[src/rtl/uart_tx.sv]
// uart_tx: UART transmitter for the debugger unit.
//
// Sends one byte per frame on `tx`: a start bit, LEN_DATA data bits (LSB
// first) and a stop period of STOP_BIT_COUNT ticks. Timing is paced by the
// shared 16x oversampling tick `s_tick`. A one-entry holding buffer lets the
// host queue the next byte while a frame is on the line, so consecutive
// frames follow each other with no idle gap.
//
// Ports:
//   clk       system clock, all state changes on the rising edge
//   rst       asynchronous active-high reset
//   s_tick    16x baud tick, one-cycle pulse
//   tx_start  write strobe, accepted when tx_ready is high
//   din       byte to send, sampled in the accept cycle only
//   tx        registered serial line, idles high
//   tx_ready  holding buffer empty, so a write is accepted this cycle
//   tx_busy   a frame is on the line
//   tx_done   one-cycle pulse on the cycle the final stop tick is consumed

module uart_tx #(
  parameter int LEN_DATA       = 8,
  parameter int STOP_BIT_COUNT = 16
) (
  input  logic       clk,
  input  logic       rst,
  input  logic       s_tick,
  input  logic       tx_start,
  input  logic [7:0] din,
  output logic       tx,
  output logic       tx_ready,
  output logic       tx_busy,
  output logic       tx_done
);

  // The tick counter has to reach both 15 (bit periods) and the stop length.
  localparam int S_MAX = (STOP_BIT_COUNT > 16) ? STOP_BIT_COUNT : 16;
  localparam int S_W   = $clog2(S_MAX);

  localparam logic [S_W-1:0] S_BIT_LAST  = S_W'(15);
  localparam logic [S_W-1:0] S_STOP_LAST = S_W'(STOP_BIT_COUNT - 1);
  localparam logic [2:0]     N_LAST      = 3'(LEN_DATA - 1);

  typedef enum logic [1:0] {IDLE, START, DATA, STOP} state_e;

  state_e           state_q, state_d;
  logic [S_W-1:0]   s_q, s_d;
  logic [2:0]       n_q, n_d;
  logic [7:0]       sh_q, sh_d;
  logic [7:0]       hb_q, hb_d;
  logic             hv_q, hv_d;
  logic             tx_q, tx_d;

  logic             wr_acc;
  logic             stop_end;

  // A write is only taken when the holding buffer is empty; otherwise it is
  // silently dropped. stop_end marks the tick that finishes the stop period.
  assign wr_acc   = tx_start & ~hv_q;
  assign stop_end = (state_q == STOP) & s_tick & (s_q == S_STOP_LAST);

  // Next-state logic for the frame sequencer, the shift register and the
  // holding buffer. At the end of a stop period a buffered byte (or a byte
  // written in that very cycle) is loaded straight into the shift register
  // so the next start bit follows without an idle gap. The line level is
  // derived from the next state so tx is a clean register output.
  always_comb begin
    state_d = state_q;
    s_d     = s_q;
    n_d     = n_q;
    sh_d    = sh_q;
    hb_d    = hb_q;
    hv_d    = hv_q;

    case (state_q)
      IDLE: begin
        if (wr_acc) begin
          sh_d    = din;
          s_d     = '0;
          state_d = START;
        end
      end
      START: begin
        if (s_tick) begin
          if (s_q == S_BIT_LAST) begin
            s_d     = '0;
            n_d     = '0;
            state_d = DATA;
          end else begin
            s_d = s_q + S_W'(1);
          end
        end
      end
      DATA: begin
        if (s_tick) begin
          if (s_q == S_BIT_LAST) begin
            s_d  = '0;
            sh_d = sh_q >> 1;
            if (n_q == N_LAST) begin
              state_d = STOP;
            end else begin
              n_d = n_q + 3'd1;
            end
          end else begin
            s_d = s_q + S_W'(1);
          end
        end
      end
      STOP: begin
        if (s_tick) begin
          if (s_q == S_STOP_LAST) begin
            s_d = '0;
            if (hv_q) begin
              sh_d    = hb_q;
              hv_d    = 1'b0;
              state_d = START;
            end else if (wr_acc) begin
              sh_d    = din;
              state_d = START;
            end else begin
              state_d = IDLE;
            end
          end else begin
            s_d = s_q + S_W'(1);
          end
        end
      end
      default: state_d = IDLE;
    endcase

    // Writes during a frame park in the holding buffer, except on the stop
    // exit cycle where the byte went straight into the shift register.
    if (wr_acc && (state_q != IDLE) && !stop_end) begin
      hb_d = din;
      hv_d = 1'b1;
    end

    case (state_d)
      START:   tx_d = 1'b0;
      DATA:    tx_d = sh_d[0];
      default: tx_d = 1'b1;
    endcase
  end

  // State register. Reset abandons any frame and drives the line high at
  // once, without waiting for a clock edge.
  always_ff @(posedge clk or posedge rst) begin
    if (rst) begin
      state_q <= IDLE;
      s_q     <= '0;
      n_q     <= '0;
      sh_q    <= '0;
      hb_q    <= '0;
      hv_q    <= 1'b0;
      tx_q    <= 1'b1;
    end else begin
      state_q <= state_d;
      s_q     <= s_d;
      n_q     <= n_d;
      sh_q    <= sh_d;
      hb_q    <= hb_d;
      hv_q    <= hv_d;
      tx_q    <= tx_d;
    end
  end

  assign tx       = tx_q;
  assign tx_ready = ~hv_q;
  assign tx_busy  = (state_q != IDLE);
  assign tx_done  = stop_end;

endmodule

[config.mk]
export PLATFORM = sky130hd
export DESIGN_NAME = uart_tx
export DESIGN_NICKNAME = d
export VERILOG_FILES = /design/src/rtl/uart_tx.sv
export SDC_FILE = /design/constraint.sdc
export NUM_CORES = 1
export LEC_CHECK = 0
export CAP_MARGIN = 30
export CORE_ASPECT_RATIO = 1.4
export CORE_UTILIZATION = 43
export CTS_BUF_LIST = sky130_fd_sc_hd__clkbuf_4 sky130_fd_sc_hd__clkbuf_8
export CTS_CLUSTER_SIZE = 20
export DETAILED_ROUTE_END_ITERATION = 8
export GPL_TIMING_DRIVEN = 1
export PLACE_DENSITY_LB_ADDON = 0.12
export SLEW_MARGIN = 20
export SYNTH_ARGS = -nofsm -noshare
export SYNTH_HDL_FRONTEND = slang
export SYNTH_SLANG_ARGS = --single-unit
[constraint.sdc]
create_clock -name clk -period 2.2 [get_ports clk]
set_clock_uncertainty 0.05 [all_clocks]
set_input_delay 0.44 -clock clk [delete_from_list [all_inputs] [get_ports clk]]
set_output_delay 0.44 -clock clk [all_outputs]
set_load 0.05 [all_outputs]
* Word level (Yosys, flattened, before mapping) *
Index checks and enable logic that the tools add are counted.

cells by class
  add/sub/neg operators = 2
  equality and inequality tests = 16
  multiplexer cells = 33
  bitwise operators = 4
  reduce and logical (&&, ||, !) cells = 15

operators by type and width
  operator             number
  $mux 8               6
  $pmux 8 s3           1
  $mux 2               8
  $mux 3               5
  $ne 2x2->1 const B   7
  $mux 4               3
  $reduce_bool 2->1    5
  $pmux 2 s4           1
  $pmux 4 s2           1
  $eq 2x2->1 const B   3
  $mux 1               6
  $pmux 3 s2           1
  $reduce_and 6->1     1
  $reduce_and 5->1     1
  $add 4x1->4 const B  1
  $eq 2x1->1 const B   2
  $eq 4x4->1 const B   1
  $ne 2x1->1 const B   2
  $add 3x1->3 const B  1
  $and 1x1->1          3
  $eq 3x3->1 const B   1
  $reduce_and 3->1     1
  $reduce_bool 3->1    1
  $reduce_or 3->1      1
  6 further kinds      7

word-level totals
  flip-flop bits (word level) = 27
  bits of input ports = 12
  output and inout bits = 4
  word-level logic and storage cells = 78

* Logic depth before layout (Yosys ltp) *
Gate-level depths: netlist (run 1).

  depth in word-level cells = 9
  gate-level depth with buffers = 7
  gate-level depth less buffers = 6

* Worst setup path after synthesis (run 1) *
OpenSTA, ideal clock, no wires.

  path type = input-to-reg
  start point = input s_tick
  end point = register hb_q[0]
  setup time = 0.125 ns
  arrival = 2.179 ns
  data required time = 2.025 ns
  slack = -0.154 ns
  cell stages on the path = 6
  path buffers = 2
  path through = buf_2 -> nand4_1 -> nor3_2 -> or3_1 -> buf_6 -> mux2_4

on the way
  cells in the longest elaborated chain, start to end = 4

RTL lines
  what                      RTL line  RTL
  start: declaration        26        input logic s_tick,
  $and 1x1->1 (2 in a row)  59        assign stop_end = (state_q == STOP) & s_tick & (s_q == S_STOP_LAST);
  net tx_done               32        output logic tx_done
  $logic_not 1->1           132       if (wr_acc && (state_q != IDLE) && !stop_end) begin
  $logic_and 1x1->1         132
  end signal: assignment    152       hb_q <= '0;
  end signal: assignment    160       hb_q <= hb_d;
  end: declaration          49        logic [7:0] hb_q, hb_d;

The timed path passes the listed nets, and every way through them passes these cells.
A chain may end at the register's enable or synchronous reset.

* Worst setup path in the final report (run 1) *
  start point = input s_tick
  end point = output tx_done

on the way
  cells in the longest elaborated chain, start to end = 2

RTL lines
  what                      RTL line
  $and 1x1->1 (2 in a row)  59
  end: declaration          32

No other way between the ends.

==> results of run 1 <==
[power groups by stage]
stage | registers, µW | logic (µW) | clock network, µW
floorplan | 714 | 510 | 0
global placement | 718 | 729 | 0
detailed placement | 721 | 737 | 0
CTS | 712 | 738 | 309
global route | 732 | 810 | 324
finish | 717 | 738 | 292
[layer usage]
layer	track usage	routed length (µm)	vias up
li1	-	-	709
met2	0.348	1820	36
met5	0	0	-
met4	0.103	78	0
met3	0.0240	152	8
met1	0.277	1810	666
[layout by cell type (no fill, tap or decap), types with 3 or more instances in the layout]
master	count
clkbuf_8	3
o21ai_0	13
a31oi_1	7
buf_4	22
dfrtp_1	26
inv_1	3
and3_1	3
nand2_1	17
nand3_1	9
mux2_4	8
a22oi_1	5
mux2i_1	8
o32a_1	3
clkdlybuf4s50_1	12
a21oi_1	13
nor2_1	17
[metrics by stage]
stage	util	power (µW)	setup slack [ns]	hold slack, ns
2_1_floorplan	-	1220	0.0708	0.421
3_3_place_gp	0.532	1450	0.0242	0.440
3_5_place_dp	0.532	1460	-0.00384	0.444
4_1_cts	0.546	1760	0.0640	0.473
5_1_grt	0.546	1870	0.0144	0.493
6_report	0.546	1750	0.109	0.469
[state kept, by name, summed over array words and instances (netlist names)]
register  cells
sh_q          8
n_q           3
s_q           4
state_q       2
tx            1
hv_q          1
hb_q          8
[critical path, stage by stage]
cell	delay (ns)
clkdlybuf4s50_1	0.48
nand4_1	0.20
nor3_4	0.20
buf_4	0.16
buf_12	0.13
[worst max-delay path by stage]
stage	startpoint	to	slack [ns]	depth (start not counted)
global route	s_q[0]$_DFFE_PP0P_	tx_done	0.01	5
CTS	s_q[0]$_DFFE_PP0P_	tx_done	0.06	5
finish	s_tick	tx_done	0.11	5
floorplan	s_tick	hb_q[0]$_DFFE_PP0P_	0.07	6
detailed placement	tx_start	tx$_DFF_PP1_	-0.004	7
global placement	tx_start	tx$_DFF_PP1_	0.02	7
[kinds of logic (layout without fill, tap and decap cells)]
kind of cell / count (synthesis) / in the layout / synth area share
mux: 16 / 16 / 0.120
buf+inv: 20 / 45 / 0.0648
fa+ha+maj: 3 / 3 / 0.0226
flops: 27 / 27 / 0.407
simple gates: 57 / 57 / 0.165
compound gates: 56 / 56 / 0.220
[area by class of cell]
class	count	area share
inverters	5	0.00935
well taps	42	0.0262
multi-input cells	132	0.441
repair buffers	36	0.162
flip-flops and latches	27	0.337
clock inverters	1	0.00374
clock buffers	3	0.0206
[what timing repair did]
item                                    CTS  global route
gates resized for setup                   0             1
setup buffers                             0             0
endpoints found under the setup margin    0             1
hold endpoints to repair                  0             0
==> impl_metrics.json, run 1 <==
{
  "reg2reg_slack_ns": 0.31,
  "fin_crit_sh": 0.951,
  "clk_pin_slew_worst_paths_ns": 0.09,
  "power.switching_uw": 676,
  "hold_viol": 0,
  "ys_ff_latch": 27,
  "synthTopCellsByCount": "dfrtp_1, nand2_1, nor2_1, a21oi_1, o21ai_0",
  "rsz0062_at_grt": "false",
  "io_pins": 16,
  "p_leak_uw": 0.000915,
  "swShare": 0.387,
  "peakVddDrop_v": 0.000672,
  "r2r_start": "s_q[0]$_DFFE_PP0P_",
  "drt-pass1-iter-count": 5,
  "syn_area_um2": 1660,
  "synthCells": 179,
  "cp.arrival_ns": 1.60,
  "grt_pass1_wl_mm": 6.35,
  "postPlaceCellArea_um2": 1960,
  "drt_iter0_markers": 51,
  "fin_crit_ns": 2.09,
  "pwr-share-seq": 0.410,
  "wl_per_cell_um": 15.7,
  "die_h_um": 75.6,
  "vias": 1419,
  "tightest_slew_ns": 0.489,
  "clock-root-buffer": "clkbuf_8",
  "htree_levels": 1,
  "startpoint_type": "primary input",
  "ff_latch_area_um2": 677,
  "grt_max_degree": 28,
  "drt-total-wl_mm": 3.86,
  "cts_tree": "built",
  "status": "complete, no violations",
  "reg2regPathDepth": 6,
  "powerDensity_nw_per_um2": 870,
  "avgSynthCellArea_um2": 9.28,
  "crit_type": "primary input to output pin",
  "clock-sinks": 27,
  "dp_hpwl_mm": 2.80,
  "p_clk_frac": 0.167,
  "fin_cells": 246,
  "nets": 220,
  "synth_most_common_cell": "dfrtp_1",
  "placed_cells": 242,
  "synth_nets": 194,
  "hold_class": "primary input to async pin",
  "finalInstanceArea_um2": 2010,
  "ant_nets": 0,
  "path_max_fanout": 3,
  "clk_latency_ns": 0.27,
  "fillCellCount": 347,
  "die_w_um": 54.5,
  "synth_edf_count": 0,
  "dieArea_um2": 4120,
  "drive_gt1_frac": 0.211,
  "yosysUniqueCellTypes": 41,
  "port_buffers": 15,
  "grt_overflow_total": 0,
  "globalplace.congestion": 0.844,
  "initial_core_util": 0.452,
  "relSlewSlack": 0.673,
  "power.internal_uw": 1070,
  "synth_ff_type": "dfrtp_1",
  "p_comb_frac": 0.423,
  "setup_viol": 0,
  "cts_buffers": 3,
  "ys_seq_area_frac": 0.407,
  "viasPerCell": 5.77,
  "core_area_um2": 3680,
  "antenna_cells": 0,
  "max_clock_freq_ghz": 0.478,
  "reg2reg_to": "hb_q[3]$_DFFE_PP0P_",
  "yosysTopAreaCell": "dfrtp_1",
  "synth_warnings": 0,
  "multiInputGateArea_um2": 886,
  "areaGrowthSynthToFinish_pct": 20.9,
  "finalSetupTns_ns": 0,
  "drc": 0,
  "cp_data_required_time_ns": 1.71,
  "grt_pass1_vias": 1386,
  "gr-usage-all-layers": 0.214,
  "synth_top_area_share": 0.392,
  "cts_hold_buf": 0,
  "cts_buffer_depth": 2,
  "maxCapViolations": 0,
  "async_reset_ff_frac": 1.00,
  "antenna_found_initial": 0,
  "rows": 26,
  "end_kind": "output pin",
  "drv_slew": 0,
  "synthTopCellsByArea": "dfrtp_1, mux2_4, mux2i_1"
}
(Power assumes the default switching activity.)
==> run 2: changes to the inputs <==
GPL_TIMING_DRIVEN = default   (was 1)
clock period = 2 ns   (was 2.2 ns; I/O delays follow)
==> run 2 against run 1 <==
Compared with the run above:
- worst hold slack lost 0.046 ns
- sequential share of layout area shrank 1.8 points
- critical endpoint unchanged
- sequential cell count stayed put
- first-iteration DRC count is 94% higher
- via count grew 7.3%
- cell count grew 4.5%
- worst setup slack got worse by 0.066 ns
- power is 16% higher
- combinational power increased by 24%
- clock-buffer cell count did not move
==> impl_metrics.json, run 2 (same netlist as run 1, synthesis figures left out) <==
{
  "ant_nets": 0,
  "fin_crit_ns": 1.96,
  "drt-pass1-iter-count": 4,
  "final_common_cell": "buf_4",
  "maxCapViolations": 0,
  "viasPerCell": 5.93,
  "drt_iter0_markers": 99,
  "setup_viol": 0,
  "grt_pass1_wl_mm": 6.74,
  "drc": 0,
  "crit_type": "flop to output pin",
  "hold_ws_ns": 0.423,
  "rsz0062_at_grt": "true",
  "dp_hpwl_mm": 2.79,
  "r2r_start": "s_q[0]$_DFFE_PP0P_",
  "cts_buffer_depth": 2,
  "fin_crit_sh": 0.978,
  "p_leak_uw": 0.000980,
  "drv_slew": 0,
  "dieArea_um2": 4120,
  "grt_overflow_total": 0,
  "clk_pin_slew_worst_paths_ns": 0.09,
  "hold_viol": 0,
  "cts_buffers": 3,
  "clk_latency_ns": 0.28,
  "clock-sinks": 27,
  "hold_class": "primary input to async pin",
  "max_clock_freq_ghz": 0.511,
  "die_h_um": 75.6,
  "fin_ws_ns": 0.0433,
  "rows": 26,
  "fin_cells": 257,
  "peakVddDrop_v": 0.000635,
  "largestRegisters": "hb_q (8), sh_q (8), s_q (4)",
  "wl_per_cell_um": 16.1,
  "powerDensity_nw_per_um2": 953,
  "grt_max_degree": 28,
  "end_kind": "output pin",
  "fillCellCount": 333,
  "reg2reg_slack_ns": 0.08,
  "initial_core_util": 0.452,
  "cp.arrival_ns": 1.51,
  "antenna_cells": 0,
  "startpoint_type": "flop",
  "port_buffers": 15,
  "die_w_um": 54.5,
  "nets": 231,
  "cts_hold_buf": 0,
  "areaGrowthSynthToFinish_pct": 27.8,
  "antenna_found_initial": 0,
  "tightest_slew_ns": 0.362,
  "io_pins": 16,
  "path_max_fanout": 3,
  "relSlewSlack": 0.758,
  "cp_data_required_time_ns": 1.55,
  "status": "complete, no violations",
  "placed_cells": 246,
  "cts_tree": "built",
  "clock-root-buffer": "clkbuf_8",
  "globalplace.congestion": 0.838,
  "final_cell_mix": "buf_4, dfrtp_1, nor2_1, nand2_1",
  "vias": 1523,
  "gr-usage-all-layers": 0.230,
  "grt_pass1_vias": 1468,
  "reg2reg_to": "sh_q[6]$_DFFE_PP0P_",
  "drt-total-wl_mm": 4.14,
  "reg2regPathDepth": 7,
  "htree_levels": 1,
  "pre_cts_ws_ns": -0.208,
  "drive_gt1_frac": 0.265,
  "core_area_um2": 3680
}
## run 2: changes by cell type in the layout (fill, tap and decap cells not counted), sizes merged
cell and delta:
buf +12, clkdlybuf4s50 -2, clkinv +1, clkinvlp -1, dlygate4sd2 +1
## run 2: layout make-up
cell class	instances	area (µm²)	share of cell area
Multi-Input combinational cell	132	908	0.428
Sequential cell	27	677	0.319
Timing Repair Buffer	47	420	0.198
Tap cell	42	52.6	0.0247
Clock buffer	3	41.3	0.0194
Inverter	5	18.8	0.00884
Clock inverter	1	5.00	0.00236
## run 2: per-stage QoR
step | util | area (µm²) | TNS (ns) | power (µW)
detailed placement | 0.544 | 2000 | -2.15 | 1630
finish | 0.578 | 2120 | 0 | 2020
CTS | 0.572 | 2100 | 0 | 2010
global placement | 0.544 | 2000 | -1.77 | 1610
floorplan | - | 1670 | -0.859 | 1350
global route | 0.578 | 2120 | -0.0295 | 2170
## run 2: worst max-delay path: stages, from the launching register on
cell and delay (ns):
dfrtp_1 0.40, ha_4 0.15, nand4_1 0.20, nor3_4 0.22, buf_6 0.14, buf_12 0.12
## run 2: worst max path at each step
stage | startpoint | endpoint | slack [ns] | depth (start not counted)
2_1_floorplan | s_q[0]$_DFFE_PP0P_ | hb_q[0]$_DFFE_PP0P_ | -0.11 | 6
3_3_place_gp | s_tick | tx$_DFF_PP1_ | -0.15 | 7
3_5_place_dp | s_tick | n_q[0]$_DFFE_PP0P_ | -0.21 | 7
4_1_cts | s_q[1]$_DFFE_PP0P_ | tx_done | 0.02 | 5
5_1_grt | s_q[0]$_DFFE_PP0P_ | tx_done | -0.03 | 5
6_report | s_q[0]$_DFFE_PP0P_ | tx_done | 0.04 | 5
## run 2: power breakdown
part	internal, µW	leakage, µW	switching (µW)
Combinational	430	0.000621	485
Clock	140	0.0000255	183
Sequential	671	0.000334	115
Total	1240	0.000980	783
## run 2: routing by layer
metal / share of wire / vias to the layer above / wire (µm) / GRT usage
li1: - / 731 / - / -
met1: 0.44 / 748 / 1830 / 0.286
met2: 0.50 / 37 / 2080 / 0.392
met3: 0.032 / 7 / 133 / 0.0180
met4: 0.021 / 0 / 88 / 0.111
met5: 0 / - / 0 / 0
## run 2: repair_timing
item / 4_1_cts / 5_1_grt
resized for setup: 3 / 3
buffers inserted: 6 / 1
endpoints found under the setup margin: 1 / 6
pin swaps: 3 / 1
